$ cat config.mk
export PLATFORM = sky130hd
export DESIGN_NAME = phy_rx_deframer
export DESIGN_NICKNAME = d
export VERILOG_FILES = /design/src/rtl/phy_rx_deframer.sv
export SDC_FILE = /design/constraint.sdc
export NUM_CORES = 1
export LEC_CHECK = 0
export CAP_MARGIN = 20
export CORE_MARGIN = 5
export CORE_UTILIZATION = 52
export CTS_BUF_LIST = sky130_fd_sc_hd__clkbuf_4 sky130_fd_sc_hd__clkbuf_8
export DETAILED_ROUTE_END_ITERATION = 12
export GPL_TIMING_DRIVEN = 0
export HOLD_SLACK_MARGIN = 0.05
export PLACE_DENSITY = 0.82
export SYNTH_ARGS = -nofsm -noshare
export SYNTH_HDL_FRONTEND = slang
export SYNTH_SLANG_ARGS = --single-unit
$ cat constraint.sdc
create_clock -name clk_phy -period 2.4 [get_ports clk_phy]
set_clock_uncertainty 0.05 [all_clocks]
set_input_delay 0.24 -clock clk_phy [delete_from_list [all_inputs] [get_ports clk_phy]]
set_output_delay 0.24 -clock clk_phy [all_outputs]
set_load 0.01 [all_outputs]
$ cat src/rtl/phy_rx_deframer.sv
// phy_rx_deframer: rebuilds low-nibble-first bytes from the PHY stream and reports {len,len} plus error flags per frame.
// Optional RX_SFD_STRIP_EN adds a HUNT state that drops preamble nibbles up to the 0xD5 SFD.
module phy_rx_deframer #(
  parameter int MAX_LEN = 2048,
  parameter int MIN_LEN = 64
) (
  input  logic        clk_phy,
  input  logic        reset,
  input  logic [3:0]  phy_data_in,
  input  logic        phy_rx_en,
  output logic [7:0]  rx_data_out,
  output logic        rx_data_valid,
  output logic        rx_frame_start,
  output logic [23:0] rx_ctrl_out,
  output logic        rx_ctrl_valid,
  output logic [2:0]  rx_err,
  output logic [3:0]  rx_frame_seq
);
`ifdef RX_SFD_STRIP_EN
  typedef enum logic [1:0] {IDLE, RECV, DROP, HUNT} state_t;
`else
  typedef enum logic [1:0] {IDLE, RECV, DROP} state_t;
`endif
  state_t state, state_n;
  logic [3:0] lo;
  logic [11:0] len;
  logic phase, ovf;
  logic lo_load, phase_set, byte_fire, ovf_fire, eof;
  always_comb begin
    state_n = state;
    lo_load = 1'b0;
    phase_set = 1'b0;
    byte_fire = 1'b0;
    ovf_fire = 1'b0;
    eof = 1'b0;
    case (state)
      IDLE: if (phy_rx_en) begin
        lo_load = 1'b1;
`ifdef RX_SFD_STRIP_EN
        state_n = HUNT;
`else
        phase_set = 1'b1;
        state_n = RECV;
`endif
      end
`ifdef RX_SFD_STRIP_EN
      // lo holds the previous preamble nibble; 5 then D marks the SFD
      HUNT: if (!phy_rx_en) state_n = IDLE;
        else if (lo == 4'h5 && phy_data_in == 4'hD) state_n = RECV;
        else lo_load = 1'b1;
`endif
      RECV: if (!phy_rx_en) begin
        eof = 1'b1;
        state_n = IDLE;
      end else if (!phase) begin
        lo_load = 1'b1;
        phase_set = 1'b1;
      end else if (len == 12'(MAX_LEN)) begin
        ovf_fire = 1'b1;
        state_n = DROP;
      end else byte_fire = 1'b1;
      DROP: if (!phy_rx_en) begin
        eof = 1'b1;
        state_n = IDLE;
      end
      default: state_n = IDLE;
    endcase
  end
  always_ff @(posedge clk_phy or negedge reset) begin
    if (!reset) begin
      state <= IDLE;
      lo <= '0;
      len <= '0;
      phase <= 1'b0;
      ovf <= 1'b0;
      rx_data_out <= '0;
      rx_data_valid <= 1'b0;
      rx_frame_start <= 1'b0;
      rx_ctrl_out <= '0;
      rx_ctrl_valid <= 1'b0;
      rx_err <= '0;
      rx_frame_seq <= '0;
    end else begin
      state <= state_n;
      lo <= lo_load ? phy_data_in : lo;
      phase <= phase_set ? 1'b1 : (byte_fire || ovf_fire || eof) ? 1'b0 : phase;
      len <= eof ? 12'd0 : byte_fire ? len + 12'd1 : len;
      ovf <= eof ? 1'b0 : ovf_fire ? 1'b1 : ovf;
      rx_data_valid <= byte_fire;
      rx_frame_start <= byte_fire && len == 12'd0;
      rx_data_out <= byte_fire ? {phy_data_in, lo} : rx_data_out;
      rx_ctrl_valid <= eof;
      rx_ctrl_out <= eof ? {len, len} : rx_ctrl_out;
      rx_err <= eof ? {ovf, len < 12'(MIN_LEN), phase} : rx_err;
      rx_frame_seq <= eof ? rx_frame_seq + 4'd1 : rx_frame_seq;
    end
  end
endmodule
==> metrics.md <==
| Metric | Value |
|---|---|
| Min Tclk post-route | 2000 ps |
| Worst-path maximum fanout | 6 |
| Layout area overhead | 29.6% |
| Mapped Area | 2260 sq um |
| Post-route cell area | 2930 sq um |
| TritonRoute pass-1 iters | 4 |
| Largest net degree at the start of global routing | 30 |
| Clk Latency, worst-skew pair | 300 ps |
| Post-DP HPWL | 3310 microns |
| Syn Nets | 228 |
| Post-Layout Cell Count | 324 |
| Top cells by count, synth | dfrtp_1, nand2_1, buf_4 |
| IO Port Bufs | 47 |
| Yosys warnings | 0 |
| Pre-CTS setup slack | 391 ps |
| N_diodes | 0 |
| Count leader, synth | dfrtp_1 |
| Clock Path Buffers | 2 |
| Die area | 5780 sq um |
| Hold Crit Class | in -> reg |
| Synth Instances | 215 |
| Capturing point of the worst reg2reg path | state[0] |
| Setup total negative slack | 0 ps |
| I/O pins | 49 |
| Power Density | 949 nW/um^2 |
| Synth unique cells | 36 |
| First-pass GRT wire length | 7900 microns |
| Routed Antenna Nets | 0 |
| Routability cong. | 0.812 |
| Synth area leaders | dfrtp_1, nand2_1, mux2_2, buf_4, ha_1 |
| Worst vdd ir | 0.714 mV |
| Vias after detailed routing | 1651 |
| Setup slack after layout | 402 ps |
| Critical Path End | state[0] |
| Worst slew pin tran | 515 ps |
| Remaining DRCs | 0 |
| WL final | 4470 microns |
| Core Area | 4290 sq um |
| Layout cell share with drive strength beyond 1 | 0.154 |
| Crit share post-route | 0.832 |
| Initial Utilization | 0.527 |
| Clock Tree Root | clkbuf_8 |
| Vias in the first global route | 1684 |
| Crit. Startpoint | len[0] |
| CTS tree | done |
| Post-synth EDFFs | 0 |
| Post-synth top area share | 0.552 |
| Final setup viols | 0 |
| Final global-route overflow total | 0 |
| Post-DR wirelength/cell | 13.8 microns |
| H-tree depth | 2 |
| FF+latch count, synth | 50 |
| Critical Path AT | 2130 ps |
| Clk slew on worst S/H paths | 90 ps |
| Layout Nets | 284 |
| Synth async-reset ratio | 1.00 |
| Worst reg-to-reg path cell count | 6 |
| RSZ-0062 raised after global routing | false |
| Fin util | 0.683 |
| Cts repair resizes | 0 |
| Maximum clock frequency | 501 MHz |
| Dpl cells | 315 |
| Maxcap violations | 0 |
| Final hold vios | 0 |
| DP Area | 2820 sq um |
| All-Layer GR Usage | 0.166 |
| Initial antenna violation count | 0 |
| Initial DRC Count | 75 |
| Die height | 76.0 microns |
| Slew Limit Fails | 0 |
| Fill cells | 346 |
| Post-synth top area cell | dfrtp_1 |
| Max_slew headroom | 0.656 |
| CP required | 2540 ps |
| Startpoint types | register |
| Vias per std cell | 5.10 |
| Postcts setup bufs | 0 |
| Status | complete, no violations |
| R2r setup slk | 400 ps |
| LEAKAGE | 1.37 nW |
| RR Startpoint | len[0] |
| Setup crit end kind | register |
| Sink Count | 50 |
| Syn avg cell area | 10.5 sq um |
| Die X | 76.0 microns |
| Num rows | 24 |
| Main synth FF type | dfrtp_1 |
| Post-synthesis sequential area ratio | 0.552 |
| Clock buffer count from CTS | 5 |
| Crit path kind | reg -> reg |
-- registers in the layout, summed over array words and instances (netlist names) --
signal	flops
rx_err	3
state	2
rx_data_out	8
len	12
phase	1
rx_ctrl_out	12
ovf	1
rx_frame_seq	4
rx_frame_start	1
rx_ctrl_valid	1
rx_data_valid	1
lo	4
-- through the flow --
step / total power (W) / hold slack, ps
after detailed placement: 0.00225 / 189
after global placement: 0.00220 / 411
after floorplan: 0.00174 / -106
after CTS: 0.00283 / 183
after global routing: 0.00298 / 184
final: 0.00278 / 197
-- layer usage --
metal  up-vias  routed length, microns  share of wire  track usage
met4         0                      71          0.016       0.0552
met3         6                     297          0.066       0.0496
met1       784                    1870           0.42        0.193
met5         -                       0              0            0
met2        43                    2230           0.50        0.290
li1        818                       -              -            -
-- how the worst min path moves through the flow --
| stage | start | to | slack, ps | depth (start not counted) |
|---|---|---|---|---|
| 6_report | phy_rx_en | phase | 200 | 4 |
| 3_3_place_gp | ovf | rx_err[2] | 410 | 2 |
| 2_1_floorplan | reset | len[0] | -110 | 0 |
| 4_1_cts | phy_rx_en | phase | 180 | 4 |
| 3_5_place_dp | reset | rx_ctrl_out[20] | 190 | 1 |
| 5_1_grt | phy_rx_en | phase | 180 | 4 |
-- cells in the final DEF (no fill, tap or decap), drive strengths merged --
| cell type | instances |
|---|---|
| bufinv | 1 |
| a21oi | 4 |
| nand3 | 7 |
| inv | 8 |
| clkinv | 2 |
| o211ai | 1 |
| mux2 | 13 |
| xor2 | 3 |
| clkbuf | 9 |
| nand2 | 49 |
| ha | 6 |
| nand4 | 6 |
| nor3 | 3 |
| o2bb2ai | 1 |
| a22o | 1 |
| xnor2 | 5 |
| nand2b | 3 |
| nor2 | 8 |
| mux2i | 1 |
| nor4 | 2 |
| o21ai | 8 |
| dfrtp | 50 |
| and3 | 3 |
| buf | 19 |
| nor4b | 2 |
| or3 | 2 |
| a31oi | 2 |
| o31ai | 1 |
| dlygate4sd3 | 1 |
| and4 | 2 |
| o21a | 1 |
| or4 | 2 |
| clkdlybuf4s50 | 46 |
-- repair_timing --
action	4_1_cts	5_1_grt
hold buffers	1	0
setup endpoints to repair	0	0
hold endpoints to repair	21	0
-- area by class of cell --
type	count	area, sq um	area share
buffer	21	144	0.0490
clock buffer	5	68.8	0.0235
clock inverter	3	40.0	0.0136
inverter	8	30.0	0.0102
multi-input combinational	136	840	0.286
sequential	50	1250	0.426
tap	52	65.1	0.0222
timing repair buffer	49	495	0.169
-- where the power goes --
group          leakage, nW  internal (W)  total, W  switching [W]
sequential           0.652       0.00106   0.00121       0.000147
clock               0.0579      0.000307  0.000573       0.000266
combinational        0.656      0.000559   0.00100       0.000444
-- cells by family (layout without fill, tap and decap cells) --
group / after synthesis / in the layout / synth area share
buf+inv: 29 / 86 / 0.0768
flops: 50 / 50 / 0.552
fa+ha+maj: 6 / 6 / 0.0331
compound gates: 19 / 19 / 0.0497
mux: 14 / 14 / 0.0691
simple gates: 89 / 89 / 0.188
xor+xnor: 8 / 8 / 0.0309
-- critical path, cell delays in order, from the launching register on --
cell,delay [ps]
dfrtp_1,440
inv_1,90
ha_1,160
nor4b_2,260
nand3_1,230
a31oi_1,310
mux2_1,350
(Power assumes the default switching activity.)
==> RTL change: new RTL, config.mk and constraints unchanged <==
Remove the register `rx_frame_start`: a continuous assignment takes its place, so the output `rx_frame_start` follows one clock earlier.
--- a/src/rtl/phy_rx_deframer.sv
+++ b/src/rtl/phy_rx_deframer.sv
@@ -75,7 +75,6 @@
       ovf <= 1'b0;
       rx_data_out <= '0;
       rx_data_valid <= 1'b0;
-      rx_frame_start <= 1'b0;
       rx_ctrl_out <= '0;
       rx_ctrl_valid <= 1'b0;
       rx_err <= '0;
@@ -87,7 +86,6 @@
       len <= eof ? 12'd0 : byte_fire ? len + 12'd1 : len;
       ovf <= eof ? 1'b0 : ovf_fire ? 1'b1 : ovf;
       rx_data_valid <= byte_fire;
-      rx_frame_start <= byte_fire && len == 12'd0;
       rx_data_out <= byte_fire ? {phy_data_in, lo} : rx_data_out;
       rx_ctrl_valid <= eof;
       rx_ctrl_out <= eof ? {len, len} : rx_ctrl_out;
@@ -95,4 +93,6 @@
       rx_frame_seq <= eof ? rx_frame_seq + 4'd1 : rx_frame_seq;
     end
   end
+
+  assign rx_frame_start = byte_fire && len == 12'd0;
 endmodule
Check against the original RTL: not equivalent (a bounded check fails within 4 cycles, from zero or initial values and one cycle with reset low).
==> RTL change against the original RTL <==
First-iteration DRC count increased by 51%. Sequential cell count fell by 1. Area after synthesis fell by 1.1%. Via count up 3.1%. Total power up 4.6%. Cell count down 0.31%. Maximum frequency is 13% lower. Worst setup slack got worse by 0.29 ns. Cell area up 0.94%. Count of clock-buffer cells in the layout did not move. Wire length up 0.72%. Hold slack improved by 0.0034 ns. Critical endpoint is now rx_frame_start. Largest cell class unchanged.
==> RTL change: results (changes against the original RTL) <==
{| class="wikitable"
! Metric !! Value
|-
| Compound-cell area share of the yosys netlist || 0.0503 (+0.000556)
|-
| Area share of fa/ha/maj cells after synthesis || 0.0335 (+0.000370)
|-
| Startpoint of the most critical setup path || state[1]
|-
| Depth of the most critical reg-to-reg path || 7 (+1)
|-
| Slowest cell delay on critical path || 0.55 ns (+0.11 ns)
|-
| Post-synthesis xor/xnor area fraction || 0.0313 (+0.000346)
|-
| Layout clock area frac || 0.0452 (+0.00810)
|-
| Fraction of area in registers || 0.414 (-0.0124)
|-
| CP Capture Point || rx_frame_start
|-
| Maximum clock rate || 436 MHz (-13%)
|-
| Buffer share of cell area || 0.221 (+0.00304)
|-
| Area after DPL || 2790 um2 (-0.98%)
|-
| Static leakage power || 0.00138 uW (+1.3%)
|-
| Multiplexer area fraction after synthesis || 0.0698 (+0.000772)
|-
| Final Hold Slack || 0.200 ns (+0.00342 ns)
|-
| Slowest library cell on the worst path || sky130_fd_sc_hd__clkdlybuf4s50_1
|-
| Total half-perimeter wirelength after legalization and detailed placement || 3210 um (-2.8%)
|-
| Total area of multi-input combinational cells || 855 um2 (+1.8%)
|-
| Worst vdd rail ir drop || 565 uV (-21%)
|-
| Area Overhead vs Synth || 32.2%
|-
| Top post-synthesis cells by count || sky130_fd_sc_hd__dfrtp_1 (49), sky130_fd_sc_hd__nand2_1 (48), sky130_fd_sc_hd__buf_4 (13)
|-
| Maximum fanout along the worst path || 7 (+1)
|-
| Vias in the first global route || 1589 (-5.6%)
|-
| Worst rel slew slack || 0.641 (-0.0157)
|-
| Minimum setup slack after placement || 0.352 ns (-0.0384 ns)
|-
| Cells taking the most area after synthesis || sky130_fd_sc_hd__dfrtp_1 (55%), sky130_fd_sc_hd__nand2_1 (8.0%), sky130_fd_sc_hd__mux2_2 (6.0%)
|-
| Part of the Yosys area used for sequential elements || 0.547 (-0.00500)
|-
| Routability Congestion || 0.841 (+3.6%)
|-
| Pin count of the biggest net entering global routing || 28 (-6.7%)
|-
| Run status || finished clean
|-
| Post-route insts no fill || 323 (-0.31%)
|-
| Signal arrival time at the worst endpoint || 2.00 ns (-0.13 ns)
|}
==> RTL change: cell types whose count changed after synthesis, sizes merged <==
cell   before  now
dfrtp      50   49
==> RTL change: layer usage <==
metal  wire length, um  part of all wire  global-route usage
met5                 0                 0                   0
met1              2010              0.45               0.234
met3               188             0.042              0.0356
met2              2230              0.49               0.288
met4                74             0.016              0.0641
==> RTL change: power groups by stage <==
stage	Sequential, uW	Combinational (uW)	Clock (uW)
final	1180	1050	685
after global routing	1210	1140	741
after CTS	1190	1020	699
after detailed placement	1200	1020	0
after global placement	1190	982	0
after floorplan	1250	467	0
==> RTL change: timing repair <==
item / in CTS / in global routing
setup buffers: 0 / 2
gates resized for setup: 0 / 2
endpoints found under the setup margin: 0 / 1
hold buffers: 1 / 0
endpoints found under the hold margin: 22 / 0
==> RTL change: worst max-delay path, delay by kind of cell, from the launching register on <==
kind	cells	cell delay (ns)
buf+inv	2	0.66
flops	1	0.40
simple gates	2	0.35
fa+ha+maj	1	0.28
